[src/rtl/pcm_deserializer.sv]
// I2S-style 16-bit stereo receiver: reassembles left/right pairs from the serial stream and
// queues them in a 2-entry FIFO behind a valid/ready handshake, with sticky error flags.
module pcm_deserializer (
  input  logic        bit_clock_in,
  input  logic        rst_active_high,
  input  logic        serial_data_in,
  input  logic        LR_select_in,
  input  logic        pcm_data_ready,
  input  logic        clear_flags,
  output logic [15:0] pcm_data_left,
  output logic [15:0] pcm_data_right,
  output logic        pcm_data_valid,
  output logic        frame_error,
  output logic        overflow
);

  typedef enum logic [1:0] {StHunt, StLeft, StRight} state_e;

  state_e      r_state;
  state_e      w_state_d;
  logic        r_primed;
  logic        r_lr_prev;
  logic [4:0]  r_bit_cnt;
  logic [15:0] r_shift;
  logic [15:0] r_left_hold;
  logic [15:0] r_fifo_l [2];
  logic [15:0] r_fifo_r [2];
  logic        r_wr_ptr;
  logic        r_rd_ptr;
  logic [1:0]  r_count;
  logic        r_frame_error;
  logic        r_overflow;

  logic        w_edge;
  logic        w_fall;
  logic        w_rise;
  logic        w_slot_ok;
  logic [15:0] w_word;
  logic        w_latch_left;
  logic        w_push_req;
  logic        w_err_set;
  logic        w_full;
  logic        w_pop;
  logic        w_push;
  logic        w_ovf_set;

  // The edge-cycle sample is the LSB of the slot that is ending.
  assign w_edge    = r_primed && (LR_select_in != r_lr_prev);
  assign w_fall    = w_edge && !LR_select_in;
  assign w_rise    = w_edge && LR_select_in;
  assign w_slot_ok = (r_bit_cnt == 5'd15);
  assign w_word    = {r_shift[14:0], serial_data_in};

  always_comb begin
    w_state_d    = r_state;
    w_latch_left = 1'b0;
    w_push_req   = 1'b0;
    w_err_set    = 1'b0;
    unique case (r_state)
      StHunt: begin
        if (w_fall) w_state_d = StLeft;
      end
      StLeft: begin
        if (w_rise) begin
          if (w_slot_ok) begin
            w_latch_left = 1'b1;
            w_state_d    = StRight;
          end else begin
            w_err_set = 1'b1;
            w_state_d = StHunt;
          end
        end
      end
      StRight: begin
        // A 1->0 edge always opens a fresh left slot, even after a bad right slot.
        if (w_fall) begin
          w_state_d = StLeft;
          if (w_slot_ok) w_push_req = 1'b1;
          else           w_err_set  = 1'b1;
        end
      end
      default: w_state_d = StHunt;
    endcase
  end

  assign w_full    = (r_count == 2'd2);
  assign w_pop     = pcm_data_valid && pcm_data_ready;
  assign w_push    = w_push_req && (!w_full || w_pop);
  assign w_ovf_set = w_push_req && w_full && !w_pop;

  always_ff @(posedge bit_clock_in) begin
    if (rst_active_high) begin
      r_state       <= StHunt;
      r_primed      <= 1'b0;
      r_lr_prev     <= 1'b0;
      r_bit_cnt     <= 5'd0;
      r_shift       <= 16'd0;
      r_left_hold   <= 16'd0;
      r_fifo_l[0]   <= 16'd0;
      r_fifo_l[1]   <= 16'd0;
      r_fifo_r[0]   <= 16'd0;
      r_fifo_r[1]   <= 16'd0;
      r_wr_ptr      <= 1'b0;
      r_rd_ptr      <= 1'b0;
      r_count       <= 2'd0;
      r_frame_error <= 1'b0;
      r_overflow    <= 1'b0;
    end else begin
      r_state   <= w_state_d;
      r_primed  <= 1'b1;
      r_lr_prev <= LR_select_in;
      r_shift   <= w_word;
      if (w_edge)                  r_bit_cnt <= 5'd0;
      else if (r_bit_cnt != 5'd17) r_bit_cnt <= r_bit_cnt + 5'd1;
      if (w_latch_left) r_left_hold <= w_word;
      if (w_push) begin
        r_fifo_l[r_wr_ptr] <= r_left_hold;
        r_fifo_r[r_wr_ptr] <= w_word;
        r_wr_ptr           <= ~r_wr_ptr;
      end
      if (w_pop) r_rd_ptr <= ~r_rd_ptr;
      if (w_push && !w_pop)      r_count <= r_count + 2'd1;
      else if (!w_push && w_pop) r_count <= r_count - 2'd1;
      // Set wins over a coincident clear.
      if (w_err_set)        r_frame_error <= 1'b1;
      else if (clear_flags) r_frame_error <= 1'b0;
      if (w_ovf_set)        r_overflow <= 1'b1;
      else if (clear_flags) r_overflow <= 1'b0;
    end
  end

  assign pcm_data_left  = r_fifo_l[r_rd_ptr];
  assign pcm_data_right = r_fifo_r[r_rd_ptr];
  assign pcm_data_valid = (r_count != 2'd0);
  assign frame_error    = r_frame_error;
  assign overflow       = r_overflow;

endmodule

[config.mk]
export PLATFORM = sky130hd
export DESIGN_NAME = pcm_deserializer
export DESIGN_NICKNAME = d
export VERILOG_FILES = /design/src/rtl/pcm_deserializer.sv
export SDC_FILE = /design/constraint.sdc
export NUM_CORES = 1
export LEC_CHECK = 0
export CORE_UTILIZATION = 50
export DETAILED_ROUTE_END_ITERATION = 8
export DONT_BUFFER_PORTS = 1
export HOLD_SLACK_MARGIN = 0.08
export SYNTH_ARGS = -nofsm -noshare
export SYNTH_HDL_FRONTEND = slang
export SYNTH_SLANG_ARGS = --single-unit
export TNS_END_PERCENT = 20
[constraint.sdc]
create_clock -name bit_clock_in -period 9.9 [get_ports bit_clock_in]
set_input_delay 1.98 -clock bit_clock_in [delete_from_list [all_inputs] [get_ports bit_clock_in]]
set_output_delay 1.98 -clock bit_clock_in [all_outputs]
set_load 0.02 [all_outputs]
Word level (Yosys, flattened, before mapping)
Memory sizes are Yosys's and may differ from the RTL's. A register that Yosys moved wholly into a read port is not among the register bits.
Index checks and enable logic that the tools add are counted.
Widths: inputs -> output; s select.
{ "totals": {"reg_bits": 46, "mem_bits_rw": 64, "inputBits": 6, "output_inout_bits": 35, "wordCells": 84, "n_memories": 2} }
{ "classes": {"n_addsub": 3, "n_eq_ne": 8, "mux": 34, "n_bitwise": 2, "n_reduce_logical": 24} }
{ "memory_table": {"columns": ["memory", "depth", "word_bits", "rd", "rd_ports_with_merged_regs", "write_ports", "line", "source"], "rows": [
  ["r_fifo_l", 2, 16, 1, 1, 2, "26", "logic [15:0] r_fifo_l [2];"],
  ["r_fifo_r", 2, 16, 1, 1, 2, "27", "logic [15:0] r_fifo_r [2];"]
]} }
{ "op_table": {"columns": ["operator", "n"], "rows": [
  ["$mux 16", 2],
  ["$reduce_or 16->1", 2],
  ["$mux 1", 25],
  ["$mux 2", 5],
  ["$logic_and 1x1->1", 9],
  ["$reduce_bool 2->1", 4],
  ["$add 5x1->5 const B", 1],
  ["$eq 5x4->1 const B", 1],
  ["$ne 5x5->1 const B", 1],
  ["$eq 2x2->1 const B", 2],
  ["$logic_not 1->1", 4],
  ["$pmux 2 s2", 1],
  ["$reduce_or 2->1", 2],
  ["$add 2x1->2 const B", 1],
  ["$eq 2x1->1 const B", 1],
  ["$logic_not 2->1", 1],
  ["$ne 2x1->1 const B", 1],
  ["$ne 2x2->1 const B", 1],
  ["$not 1->1", 2],
  ["$pmux 1 s2", 1],
  ["$reduce_and 2->1", 1],
  ["$sub 2x1->2 const B", 1],
  ["$logic_or 1x1->1", 1],
  ["$ne 1x1->1", 1]
]} }

Longest topological paths before layout
{ "logic_depth": {"depth_word": 11, "ltp_mapped": 11, "mapped_depth_nobuf": 10} }

Worst setup path after synthesis
Ideal clock, no wire load.
{ "synth_path": {"kind": "input-to-reg", "start": "input port LR_select_in", "end": "memory r_fifo_l[0][0], enable pin", "setup_ns": 0.466, "t_arrival_ns": 4.942, "required_ns": 9.434, "setup_slack_ns": 4.492, "path_stages": 4, "n_path_buf": 1, "cell_sequence": "nand3b_4 or3_1 buf_6 o21ai_0"} }
{ "synth_lines": {"columns": ["item", "line", "source"], "rows": [
  ["start: declaration", "7", "input logic LR_select_in,"],
  ["end: declaration", "26", null]
]} }

==> reports/results.txt <==
top_reg_cell synth = edfxtp_1
status = finished, final reports clean
Slew @ Worst Pin = 1.04 ns
CP Data Required Time = 9.93 ns
post-route minimum period = 4.02 ns
CTS Buffer Depth = 2
initial antenna violation count = 0
CP max FO = 33
Non-Filler Instances = 521
clk_lat worst skew = 0.37 ns
gr ovfl total = 0
CTS Hold Bufs = 0
vias in the first global route = 2697
die area = 0.0103 mm^2
Final Util = 54.4%
min-delay worst type = flop to flop
Netlist cell types = 45
Cell Area, Placed = 0.00493 mm^2
total count of hold-check failures in the final report = 0
Placer Congestion = 0.747
Logic pwr share = 3.7%
DRC Markers = 0
Seq cells post-synth = 111
Synth Warn # = 0
aggregate global-route resource usage = 18.2%
core area = 0.00942 mm^2
setup bufs post-CTS = 0
clock power share = 32.6%
Ant. Diodes = 0
number of synthesized flops with an enable pin = 64
HPWL Detailed = 5400 um
Worst Setup End Kind = flop
Syn-to-layout area delta = 3.54%
clock slew seen by the registers of the worst setup and hold paths = 0.10 ns
Sum Neg Setup Slack = 0 ns
PortBufs = 0
sequential area share after synthesis = 57.9%
Die Span X = 101 um
cell area after layout = 0.00512 mm^2
via count = 2771
Mapped Area = 0.00494 mm^2
total CTS buffers = 9
Detailed Route Iter0 Violations = 130
synth top area cells = edfxtp_1 39%, dfxtp_1 19%, mux2_2 7.3%
Worst Skew = 0.0165 ns
CTS Sinks = 111
RSZ-0062 raised after global routing = false
Final Setup Violations = 0
Routed wire per std cell = 16.4 um
max_cap viols = 0
Die H = 101 um
Initial Utilization = 52.5%
Post-synth ARST share = 0%
Syn Area/Cell = 12.4 um^2
fillers = 850
Leak = 1.69 nW
Synth top area share = 38.9%
Root Driver = clkbuf_8
CTS tree = yes
placed insts = 505
ratio of cells with drive above 1 in the final layout = 23.5%
Final Power = 0.793 mW
num rows = 35
first-pass GRT wire length = 14000 um
Tcrit/Tclk final = 40.6%
ANT nets after route = 0
most frequent cells in the layout = 64 x edfxtp_1, 47 x dfxtp_1, 34 x nand2_1, 33 x and2_1, 32 x mux2_2
P_int = 0.611 mW
first-pass detailed-route iteration total = 4
f_max = 249 MHz
pwr dens = 155 mW/mm^2
Slew Viols, Final = 0
CTS H-tree depth = 3
normalized max-slew margin = 30.7%
overall routed net length = 8530 um
Layout Nets = 401
Syn Inst Count = 400
pin count of the biggest net entering global routing = 76
worst path arrival time = 4.05 ns
VDD IR max = 0.0610 mV
Sw Ratio = 22.9%
switching pwr = 0.182 mW
Ports = 41
leading cell type in the layout, fill and taps excluded = edfxtp_1
Sequential Power Share = 63.7%
Synth Net Count = 414
# resized after CTS = 0
critical path class = input pin to flop
Via density = 5.32
Startpoint Class = input pin
leading area contributor after synthesis = edfxtp_1
==> power groups by stage <==
stage	clock network, mW	logic, mW	registers, mW
after floorplan	0	0.0309	0.514
after global placement	0	0.0295	0.515
after detailed placement	0	0.0300	0.516
after CTS	0.265	0.0302	0.505
after global routing	0.284	0.0322	0.506
final	0.258	0.0296	0.505
==> area by class of cell <==
type	count	area, um^2	area share (%)
clock inverter	6	51.3	1.00
clock buffer	10	138	2.69
timing repair buffer	5	37.5	0.733
sequential	111	2860	55.9
inverter	6	22.5	0.440
multi-input combinational	254	1850	36.1
tap	129	161	3.15
==> cell families (layout without fill, tap and decap cells) <==
group | count (synthesis) | after routing | share of synthesized area (%)
AOI/OAI and AO/OA | 47 | 47 | 5.16
buffers and inverters | 35 | 27 | 5.04
and+or+nand+nor | 159 | 159 | 21.1
DFF | 111 | 111 | 57.9
muxes | 33 | 33 | 7.49
xor gates and xnor gates | 7 | 7 | 1.24
adders and majority gates | 8 | 8 | 2.02
==> cell usage after synthesis (4+ instances only) <==
master	n
a21oi_1	20
and2_1	33
buf_6	4
clkbuf_1	9
dfxtp_1	47
edfxtp_1	64
ha_1	8
inv_1	5
mux2_2	32
nand2_1	34
nand3_1	17
nor2_1	8
nor2b_1	17
nor3_2	27
o21ai_0	20
xor2_1	6
==> critical path: stages <==
cell and delay, ns:
nand3b_4 0.17, or3_2 0.90, o21ai_2 0.54, buf_4 0.43
==> per-stage QoR <==
stage	hold slack (ns)	setup slack (ns)
after detailed placement	0.468	5.46
after CTS	0.482	5.86
after floorplan	0.452	4.49
after global placement	0.464	5.53
final	0.488	5.88
after global routing	0.506	5.77
==> final timing paths <==
check	from	to	slack, ns	cells after the start
worst max register to register	r_bit_cnt[0]	r_fifo_l[0][2]	6.59	7
worst min-delay path	r_shift[14]	r_left_hold[15]	0.49	2
worst min register to register	r_shift[14]	r_left_hold[15]	0.49	2
worst max-delay path	LR_select_in	r_fifo_l[0][2]	5.88	4
==> layer usage <==
metal | wire length [um] | track usage [%]
met3 | 289 | 4.00
met1 | 3810 | 22.4
met5 | 0 | 0
met2 | 4330 | 31.7
met4 | 106 | 6.02
==> sequential cells by signal, summed over array words and instances, names as in the netlist, named ones only <==
name	flops
r_shift	15
r_fifo_l	32
frame_error	1
r_lr_prev	1
r_rd_ptr	1
r_state	2
overflow	1
r_left_hold	16
r_primed	1
r_fifo_r	32
r_count	2
r_wr_ptr	1
r_bit_cnt	5
Power figures use the tool's default switching activity.
